[config.mk]
export PLATFORM = sky130hd
export DESIGN_NAME = boid_frame_writer
export DESIGN_NICKNAME = d
export VERILOG_FILES = /design/src/rtl/boid_pkg.sv /design/src/rtl/pixel_addr_calc.sv /design/src/rtl/boid_frame_writer.sv
export SDC_FILE = /design/constraint.sdc
export NUM_CORES = 1
export LEC_CHECK = 0
export CORE_UTILIZATION = 55
export DETAILED_ROUTE_END_ITERATION = 6
export GPL_TIMING_DRIVEN = 0
export PLACE_DENSITY_LB_ADDON = 0.1
export SLEW_MARGIN = 20
export SYNTH_ARGS = -nofsm -noshare
export SYNTH_HDL_FRONTEND = slang
export SYNTH_SLANG_ARGS = --single-unit
[constraint.sdc]
create_clock -name clock -period 5.9 [get_ports clock]
set_input_delay 0.59 -clock clock [delete_from_list [all_inputs] [get_ports clock]]
set_output_delay 0.59 -clock clock [all_outputs]
set_load 0.05 [all_outputs]
[src/rtl/boid_pkg.sv]
// Shared constants and FSM encoding for the boid display path.
// The top-level wrapper and the VGA read path use these as well.
package boid_pkg;

    localparam int VIDEO_WIDTH  = 640;
    localparam int VIDEO_HEIGHT = 480;
    localparam int PIXEL_COUNT  = VIDEO_WIDTH * VIDEO_HEIGHT;
    localparam int ADDR_WIDTH   = $clog2(PIXEL_COUNT);
    localparam int MAX_BOIDS    = 32;

    typedef enum logic [2:0] {
        ST_IDLE  = 3'd0,
        ST_CLEAR = 3'd1,
        ST_FETCH = 3'd2,
        ST_DRAW  = 3'd3,
        ST_SWAP  = 3'd4
    } fsm_state_e;

endpackage

[src/rtl/pixel_addr_calc.sv]
// Bounds check and linear framebuffer address for one pixel, one register stage.
// The row multiply is a shift-add over the set bits of the line width.
module pixel_addr_calc #(
    parameter int VIDEO_WIDTH  = boid_pkg::VIDEO_WIDTH,
    parameter int VIDEO_HEIGHT = boid_pkg::VIDEO_HEIGHT,
    parameter int ADDR_WIDTH   = boid_pkg::ADDR_WIDTH
) (
    input  logic                  clock,
    input  logic                  reset,
    input  logic                  en,
    input  logic [10:0]           x,
    input  logic [9:0]            y,
    output logic                  in_bounds,
    output logic [ADDR_WIDTH-1:0] addr
);
    import boid_pkg::*;

    localparam logic [ADDR_WIDTH-1:0] ROW_STRIDE = ADDR_WIDTH'(VIDEO_WIDTH);

    logic                  in_bounds_d;
    logic                  in_bounds_q;
    logic [ADDR_WIDTH-1:0] addr_d;
    logic [ADDR_WIDTH-1:0] addr_q;
    logic [ADDR_WIDTH-1:0] row_base_s;

    // For 640 this folds to (y<<9)+(y<<7); clipped pixels park the address at 0.
    always_comb begin
        row_base_s = '0;
        for (int i = 0; i < ADDR_WIDTH; i++) begin
            if (ROW_STRIDE[i]) begin
                row_base_s = row_base_s + (ADDR_WIDTH'(y) << i);
            end else begin
                row_base_s = row_base_s;
            end
        end
        in_bounds_d = en && (x < 11'(VIDEO_WIDTH)) && (y < 10'(VIDEO_HEIGHT));
        if (in_bounds_d) begin
            addr_d = row_base_s + ADDR_WIDTH'(x);
        end else begin
            addr_d = '0;
        end
    end

    // Output register keeps write enable and address aligned.
    always_ff @(posedge clock) begin
        if (reset) begin
            in_bounds_q <= 1'b0;
            addr_q      <= '0;
        end else begin
            in_bounds_q <= in_bounds_d;
            addr_q      <= addr_d;
        end
    end

    assign in_bounds = in_bounds_q;
    assign addr      = addr_q;

endmodule

[src/rtl/boid_frame_writer.sv]
// Per-frame scheduler: clear back buffer, draw a clipped square sprite per boid,
// then present the frame. Frame time is fixed regardless of boid positions.
module boid_frame_writer #(
    parameter int NUM_BOIDS    = boid_pkg::MAX_BOIDS,
    parameter int IDX_BITS     = $clog2(NUM_BOIDS),
    parameter int SPRITE_SIZE  = 2,
    parameter int VIDEO_WIDTH  = boid_pkg::VIDEO_WIDTH,
    parameter int VIDEO_HEIGHT = boid_pkg::VIDEO_HEIGHT,
    parameter int ADDR_WIDTH   = boid_pkg::ADDR_WIDTH
) (
    input  logic                  clock,
    input  logic                  reset,
    input  logic                  screen_end,
    input  logic [9:0]            boid_x,
    input  logic [8:0]            boid_y,
    output logic [IDX_BITS-1:0]   boid_sel,
    output logic                  fb_clear,
    output logic                  fb_we,
    output logic [ADDR_WIDTH-1:0] fb_addr,
    output logic                  fb_wdata,
    output logic                  fb_swap,
    output logic                  busy,
    output logic                  overrun,
    output logic [15:0]           frame_count
);
    import boid_pkg::*;

    localparam logic [1:0]          PIX_LAST  = 2'(SPRITE_SIZE - 1);
    localparam logic [IDX_BITS-1:0] BOID_LAST = IDX_BITS'(NUM_BOIDS - 1);

    fsm_state_e          state_d, state_q;
    logic [IDX_BITS-1:0] boid_sel_d, boid_sel_q;
    logic [1:0]          dx_d, dx_q;
    logic [1:0]          dy_d, dy_q;
    logic [9:0]          x_lat_d, x_lat_q;
    logic [8:0]          y_lat_d, y_lat_q;
    logic                fb_clear_d, fb_clear_q;
    logic                fb_swap_d, fb_swap_q;
    logic                busy_d, busy_q;
    logic                overrun_d, overrun_q;
    logic [15:0]         frame_count_d, frame_count_q;

    logic                pix_en_s;
    logic [10:0]         pix_x_s;
    logic [9:0]          pix_y_s;

    // Next-state logic. The pixel shown in the next cycle is issued one cycle early
    // so the registered write lines up with the DRAW cycle that owns it.
    always_comb begin
        state_d       = state_q;
        boid_sel_d    = boid_sel_q;
        dx_d          = dx_q;
        dy_d          = dy_q;
        x_lat_d       = x_lat_q;
        y_lat_d       = y_lat_q;
        fb_clear_d    = 1'b0;
        fb_swap_d     = 1'b0;
        busy_d        = busy_q;
        overrun_d     = overrun_q;
        frame_count_d = frame_count_q;
        pix_en_s      = 1'b0;
        pix_x_s       = 11'd0;
        pix_y_s       = 10'd0;

        if (screen_end && busy_q) begin
            overrun_d = 1'b1;
        end else begin
            overrun_d = overrun_q;
        end

        case (state_q)
            ST_IDLE: begin
                if (screen_end) begin
                    state_d    = ST_CLEAR;
                    busy_d     = 1'b1;
                    fb_clear_d = 1'b1;
                    boid_sel_d = '0;
                end else begin
                    state_d = ST_IDLE;
                end
            end
            ST_CLEAR: begin
                state_d = ST_FETCH;
            end
            ST_FETCH: begin
                state_d  = ST_DRAW;
                x_lat_d  = boid_x;
                y_lat_d  = boid_y;
                dx_d     = 2'd0;
                dy_d     = 2'd0;
                pix_en_s = 1'b1;
                pix_x_s  = {1'b0, boid_x};
                pix_y_s  = {1'b0, boid_y};
            end
            ST_DRAW: begin
                if ((dx_q == PIX_LAST) && (dy_q == PIX_LAST)) begin
                    if (boid_sel_q == BOID_LAST) begin
                        state_d       = ST_SWAP;
                        fb_swap_d     = 1'b1;
                        frame_count_d = frame_count_q + 16'd1;
                    end else begin
                        state_d    = ST_FETCH;
                        boid_sel_d = boid_sel_q + IDX_BITS'(1);
                    end
                end else begin
                    if (dx_q == PIX_LAST) begin
                        dx_d = 2'd0;
                        dy_d = dy_q + 2'd1;
                    end else begin
                        dx_d = dx_q + 2'd1;
                        dy_d = dy_q;
                    end
                    pix_en_s = 1'b1;
                    pix_x_s  = {1'b0, x_lat_q} + {9'd0, dx_d};
                    pix_y_s  = {1'b0, y_lat_q} + {8'd0, dy_d};
                end
            end
            ST_SWAP: begin
                state_d = ST_IDLE;
                busy_d  = 1'b0;
            end
            default: begin
                state_d = ST_IDLE;
                busy_d  = 1'b0;
            end
        endcase
    end

    // FSM state and registered outputs.
    always_ff @(posedge clock) begin
        if (reset) begin
            state_q       <= ST_IDLE;
            boid_sel_q    <= '0;
            dx_q          <= 2'd0;
            dy_q          <= 2'd0;
            x_lat_q       <= 10'd0;
            y_lat_q       <= 9'd0;
            fb_clear_q    <= 1'b0;
            fb_swap_q     <= 1'b0;
            busy_q        <= 1'b0;
            overrun_q     <= 1'b0;
            frame_count_q <= 16'd0;
        end else begin
            state_q       <= state_d;
            boid_sel_q    <= boid_sel_d;
            dx_q          <= dx_d;
            dy_q          <= dy_d;
            x_lat_q       <= x_lat_d;
            y_lat_q       <= y_lat_d;
            fb_clear_q    <= fb_clear_d;
            fb_swap_q     <= fb_swap_d;
            busy_q        <= busy_d;
            overrun_q     <= overrun_d;
            frame_count_q <= frame_count_d;
        end
    end

    pixel_addr_calc #(
        .VIDEO_WIDTH  (VIDEO_WIDTH),
        .VIDEO_HEIGHT (VIDEO_HEIGHT),
        .ADDR_WIDTH   (ADDR_WIDTH)
    ) u_pixel_addr (
        .clock     (clock),
        .reset     (reset),
        .en        (pix_en_s),
        .x         (pix_x_s),
        .y         (pix_y_s),
        .in_bounds (fb_we),
        .addr      (fb_addr)
    );

    assign boid_sel    = boid_sel_q;
    assign fb_clear    = fb_clear_q;
    assign fb_wdata    = fb_we;
    assign fb_swap     = fb_swap_q;
    assign busy        = busy_q;
    assign overrun     = overrun_q;
    assign frame_count = frame_count_q;

endmodule

==> impl_metrics.tcl, run 1 <==
set metrics [dict create \
    mostFrequentLayoutCell "dfxtp_1" \
    fmax_mhz 223.2 \
    syn_area_per_cell_sq_um 8.909 \
    cap_violations 0 \
    path_class "flop to flop" \
    wl_per_cell_microns 14.33 \
    n_antenna_cell 0 \
    syn_inst 449 \
    cts_buffer_depth 2 \
    ys_ff_latch 71 \
    powerDensity_nw_per_um2 207.8 \
    numPortBuffers 67 \
    core-area_sq_um 6907 \
    routed_wl_mm 8.998 \
    crit_path_end_kind "flop" \
    relSlewSlack_pct 56.02 \
    drt_iter0_markers 131 \
    cts_resized 0 \
    synthesis.area_sq_um 4000 \
    vias 3487 \
    die_area_sq_um 7618 \
    power.leakage_nw 1.824 \
    viasPerCell 5.553 \
    dr.pass1.iters 4 \
    async_flop_share_pct 0 \
    die_h_microns 87.28 \
    intPower_mw 0.7553 \
    finalSetupViolations 0 \
    synth_edf_count 0 \
    slew_violations 0 \
    drive_above_1_share_pct 9.398 \
    grt_pass1_vias 3368 \
    start_kind "flop" \
    dpl.hpwl_mm 6.522 \
    clk_pin_slew_worst_paths_ns 0.07 \
    grt_pass1_wl_mm 15.06 \
    area_growth_pct 24.52 \
    seq_area_frac_synth_pct 35.53 \
    tns_ns 0 \
    final.period_utilization_pct 75.94 \
    cts_root_buf "clkbuf_8" \
    run_status "complete, no violations" \
    synth_nets 502 \
    arrival_ns 4.75 \
    htreeDepth 3 \
    cts_tree "built" \
    fin_ws_ns 1.420 \
    rows 30 \
    post_cts_buffers 0 \
    drc 0 \
    die_w_microns 87.28 \
    peakVddDrop_uv 177.9 \
    layout_common_cells "dfxtp_1 (71), clkdlybuf4s50_1 (67), nand2_1 (59)" \
    clkLatencyLatePin_ns 0.35 \
    p_seq_share_pct 48.7 \
    skew_ns 0.006991 \
    yosys_warnings 0 \
    crit_fanout 7 \
    switching_share_pct 27.02 \
    tightest_slew_ns 0.6598 \
    hold_buffers 0 \
    dp_slack_ns 1.628 \
    grt_max_degree 12 \
    p_clk_share_pct 37.4 \
    period_minus_slack_ns 4.480 \
    cts_buffers 9 \
    overflow 0 \
    hp-class "flop to flop" \
    hold_violations 0 \
    r2r_setup_slack_ns 1.42 \
    gp_congestion 0.8504 \
    synthDistinctLibCells 63 \
    start_util_pct 57.92 \
    rsz0062_at_grt "false" \
    cts.sinks 71 \
    p_switching_mw 0.2796 \
    final_nets 580 \
    synth_ff_type "dfxtp_1" \
    grt_use_total_pct 25.45 \
    antenna_left 0 \
    cp_data_required_time_ns 6.17 \
    antenna_found_initial 0 \
    fin_util_pct 72.12 \
    pin_count 68 \
    comb_power_share_pct 13.9 \
]
==> worst max-delay path, stage by stage (launching register included) <==
cell and delay [ns]:
dfxtp_1 0.41, or2b_1 0.28, o21ai_0 0.40, ha_1 0.33, a21oi_1 0.39, nor2b_1 0.12
xnor2_1 0.14, o21ai_0 0.31, fa_1 0.50, ha_1 0.39, nor2b_1 0.23, o2111ai_1 0.19
a31oi_1 0.28, a31oi_1 0.15, nor4_2 0.26
==> area by class of cell <==
cell class              instances  area, sq um
repair buffers                 67        670.6
inverters                      18        67.56
multi-input cells             337         2380
clock inverters                 4        45.04
clock buffers                  12        145.1
well taps                      96        120.1
flip-flops and latches         71         1421
fillers                       593         1926
plain buffers                  23        131.4
==> registers in the layout, summed over array words and instances (netlist names) <==
register / flops
busy: 1
u_pixel_addr.addr: 19
overrun: 1
dy_q: 2
state_q: 3
dx_q: 2
x_lat_q: 10
y_lat_q: 9
fb_clear: 1
frame_count: 16
fb_swap: 1
boid_sel: 5
u_pixel_addr.in_bounds: 1
==> through the flow <==
| stage | hold WS, ns | power (mW) | cell area [sq um] | std cells |
|---|---|---|---|---|
| floorplan | 0.4400 | 0.6086 | 4000 | 449 |
| global placement | 0.4457 | 0.6533 | 4791 | 612 |
| detailed placement | 0.4655 | 0.6564 | 4791 | 612 |
| CTS | 0.4759 | 1.037 | 4981 | 628 |
| global route | 0.5092 | 1.074 | 4981 | 628 |
| finish | 0.4710 | 1.035 | 4981 | 628 |
==> cell usage after synthesis (all sizes together) (8+ instances only) <==
cell | number | area share (%)
nor4 | 20 | 5.8
buf | 10 | 2.1
a21oi | 35 | 4.4
nand4 | 8 | 1.3
nor2 | 27 | 2.5
xor2 | 9 | 2.0
xnor2 | 23 | 5.0
ha | 26 | 8.1
o21ai | 17 | 2.1
clkbuf | 13 | 1.2
nor3 | 17 | 2.3
dfxtp | 71 | 36
nand2 | 59 | 5.5
inv | 18 | 1.7
nand3 | 9 | 1.1
==> cell families (layout without fill, tap and decap cells) <==
logic type,after synthesis,after routing,synth area share [%]
buf+inv,41,124,4.973
compound gates,82,82,12.54
mux,4,4,1.001
flops,71,71,35.53
simple gates,188,188,28.31
xor+xnor,32,32,7.007
fa+ha+maj,31,31,10.64
==> worst paths after layout <==
kind	cells past startpoint	start	endpoint
worst min-delay path	2	x_lat_q[0]	x_lat_q[0]
worst min register to register	2	x_lat_q[0]	x_lat_q[0]
worst max register to register	14	dx_q[0]	u_pixel_addr.addr[18]
worst max-delay path	14	dx_q[0]	u_pixel_addr.addr[18]
==> power groups by stage <==
| stage | Combinational (mW) | Clock [mW] | Sequential (mW) |
|---|---|---|---|
| after floorplan | 0.0797 | 0 | 0.529 |
| after global placement | 0.139 | 0 | 0.514 |
| after detailed placement | 0.142 | 0 | 0.515 |
| after CTS | 0.144 | 0.390 | 0.504 |
| after global routing | 0.157 | 0.411 | 0.506 |
| final | 0.144 | 0.387 | 0.504 |
==> metal layers <==
| layer | track usage (%) | vias to the layer above | part of all wire (%) |
|---|---|---|---|
| met5 | 0 | - | 0 |
| met4 | 13.41 | 0 | 2.3 |
| met3 | 5.118 | 16 | 5.3 |
| met2 | 42.19 | 99 | 47 |
| met1 | 31.08 | 1631 | 45 |
| li1 | - | 1741 | - |
Note: power is estimated with default switching activity, not from simulation.
==> run 2, diff against run 1 <==
--- a/config.mk
+++ b/config.mk
@@ -5,7 +5,7 @@
 export SDC_FILE = /design/constraint.sdc
 export NUM_CORES = 1
 export LEC_CHECK = 0
-export CORE_UTILIZATION = 55
+export CORE_UTILIZATION = 53
 export DETAILED_ROUTE_END_ITERATION = 6
 export GPL_TIMING_DRIVEN = 0
 export PLACE_DENSITY_LB_ADDON = 0.1
==> constraint.sdc (replaced) <==
create_clock -name clock -period 4.6 [get_ports clock]
set_input_delay 0.46 -clock clock [delete_from_list [all_inputs] [get_ports clock]]
set_output_delay 0.46 -clock clock [all_outputs]
set_load 0.05 [all_outputs]
==> impl_metrics.tcl, run 2 (synthesis results as in run 1) <==
set metrics [dict create \
    holdWs_ns 0.4712 \
    drt_iter0_markers 126 \
    vias 3522 \
    fillers 624 \
    p_switching_mw 0.3678 \
    path_class "flop to flop" \
    hp-class "flop to flop" \
    p_seq_share_pct 44.7 \
    hold_violations 0 \
    r2r_start "dx_q[0]" \
    startpoint "dx_q[0]" \
    cts_resized 0 \
    instances_no_fill 630 \
    post_cts_buffers 0 \
    numPortBuffers 67 \
    drive_above_1_share_pct 9.605 \
    seqCellArea_sq_um 1421 \
    power.leakage_nw 1.842 \
    slew_violations 0 \
    period_minus_slack_ns 4.228 \
    run_status "complete, no violations" \
    p_clk_share_pct 42.5 \
    antenna_left 0 \
    tightest_slew_ns 0.6538 \
    cts_tree "built" \
    grt_max_degree 13 \
    wl_per_cell_microns 14.40 \
    drc 0 \
    largest_reg_flops 19 \
    start_util_pct 54.86 \
    final.period_utilization_pct 91.92 \
    crit_end "u_pixel_addr.addr[17]" \
    viasPerCell 5.590 \
    intPower_mw 1.078 \
    gp_congestion 0.8551 \
    crit_path_end_kind "flop" \
    pin_count 68 \
    n_antenna_cell 0 \
    overflow 0 \
    mostFrequentLayoutCell "dfxtp_1" \
    grt_use_total_pct 24.32 \
    ff2ff_path_depth 13 \
    layout_common_cells "dfxtp_1 (71), clkdlybuf4s50_1 (67), nand2_1 (59)" \
    comb_power_share_pct 12.8 \
    fmax_mhz 236.5 \
    antenna_found_initial 0 \
    cts_buffer_depth 2 \
    die_w_microns 88.88 \
    htreeDepth 3 \
    cts_buffers 9 \
    core-area_sq_um 7292 \
    clk_pin_slew_worst_paths_ns 0.08 \
    dr.pass1.iters 5 \
    rows 31 \
    cts_root_buf "clkbuf_8" \
    relSlewSlack_pct 56.41 \
    grt_pass1_wl_mm 14.79 \
    dp.cells 615 \
    grt_pass1_vias 3169 \
    cts.sinks 71 \
    hold_buffers 0 \
    routed_wl_mm 9.072 \
    rsz0062_at_grt "false" \
    r2r_setup_slack_ns 0.37 \
    design_area_sq_um 5039 \
    multi_input_area_sq_um 2380 \
    die_h_microns 88.88 \
    powerDensity_nw_per_um2 287.0 \
    dpl.hpwl_mm 6.486 \
    clkLatencyLatePin_ns 0.36 \
    peakVddDrop_uv 174.6 \
    tns_ns 0 \
    cp_data_required_time_ns 4.82 \
    area_growth_pct 25.96 \
    final_nets 580 \
    cap_violations 0 \
    die_area_sq_um 7899 \
    r2r-end "u_pixel_addr.addr[17]" \
    start_kind "flop" \
    switching_share_pct 25.43 \
    arrival_ns 4.45 \
    finalSetupViolations 0 \
    crit_fanout 7 \
    placed_area_sq_um 4795 \
    skew_ns 0.01286 \
]
-- run 2: critical path: stages, from the launching register on --
cell	delay, ns
dfxtp_1	0.42
or2b_1	0.29
o21ai_0	0.38
inv_1	0.11
fa_1	0.47
xor2_1	0.16
o21ai_0	0.33
fa_1	0.51
ha_1	0.33
a211oi_1	0.33
o211ai_1	0.17
a221oi_1	0.32
xor2_1	0.21
nor4_2	0.05
-- run 2: worst min path at each step --
stage / end / slack (ns) / from / depth (start not counted)
after global placement: y_lat_q[0] / 0.45 / y_lat_q[0] / 2
after global routing: x_lat_q[0] / 0.51 / x_lat_q[0] / 2
after CTS: y_lat_q[0] / 0.47 / y_lat_q[0] / 2
after floorplan: x_lat_q[0] / 0.44 / x_lat_q[0] / 2
after detailed placement: overrun / 0.46 / overrun / 2
final: x_lat_q[0] / 0.47 / x_lat_q[0] / 2
-- run 2: power groups by stage --
stage                     Sequential [mW]  Clock (mW)  Combinational, mW
after floorplan                     0.678           0              0.102
after global placement              0.659           0              0.179
after detailed placement            0.660           0              0.181
after CTS                           0.646       0.617              0.185
after global routing                0.649       0.648              0.202
final                               0.646       0.615              0.185
-- run 2: layer usage --
layer  part of all wire, %  vias to the layer above  track usage [%]
met3                   6.4                       21            6.063
met2                    47                      117            40.42
met5                     0                        -                0
met4                   2.1                        0            8.504
li1                      -                     1745                -
met1                    45                     1639            30.66
-- run 2: area by class of cell --
| class | instances | share of cell area [%] |
|---|---|---|
| Tap cell | 99 | 2.458 |
| Clock inverter | 5 | 2.111 |
| Buffer | 23 | 2.607 |
| Inverter | 18 | 1.341 |
| Sequential cell | 71 | 28.21 |
| Multi-Input combinational cell | 337 | 47.23 |
| Clock buffer | 10 | 2.732 |
| Timing Repair Buffer | 67 | 13.31 |
-- run 2: stage by stage --
stage	utilization, %	total power, mW	setup slack [ns]
after floorplan	-	0.7806	0.9391
after global placement	65.75	0.8383	0.4816
after detailed placement	65.75	0.8413	0.4034
after CTS	69.10	1.448	0.3703
after global routing	69.10	1.500	0.1166
final	69.10	1.446	0.3718
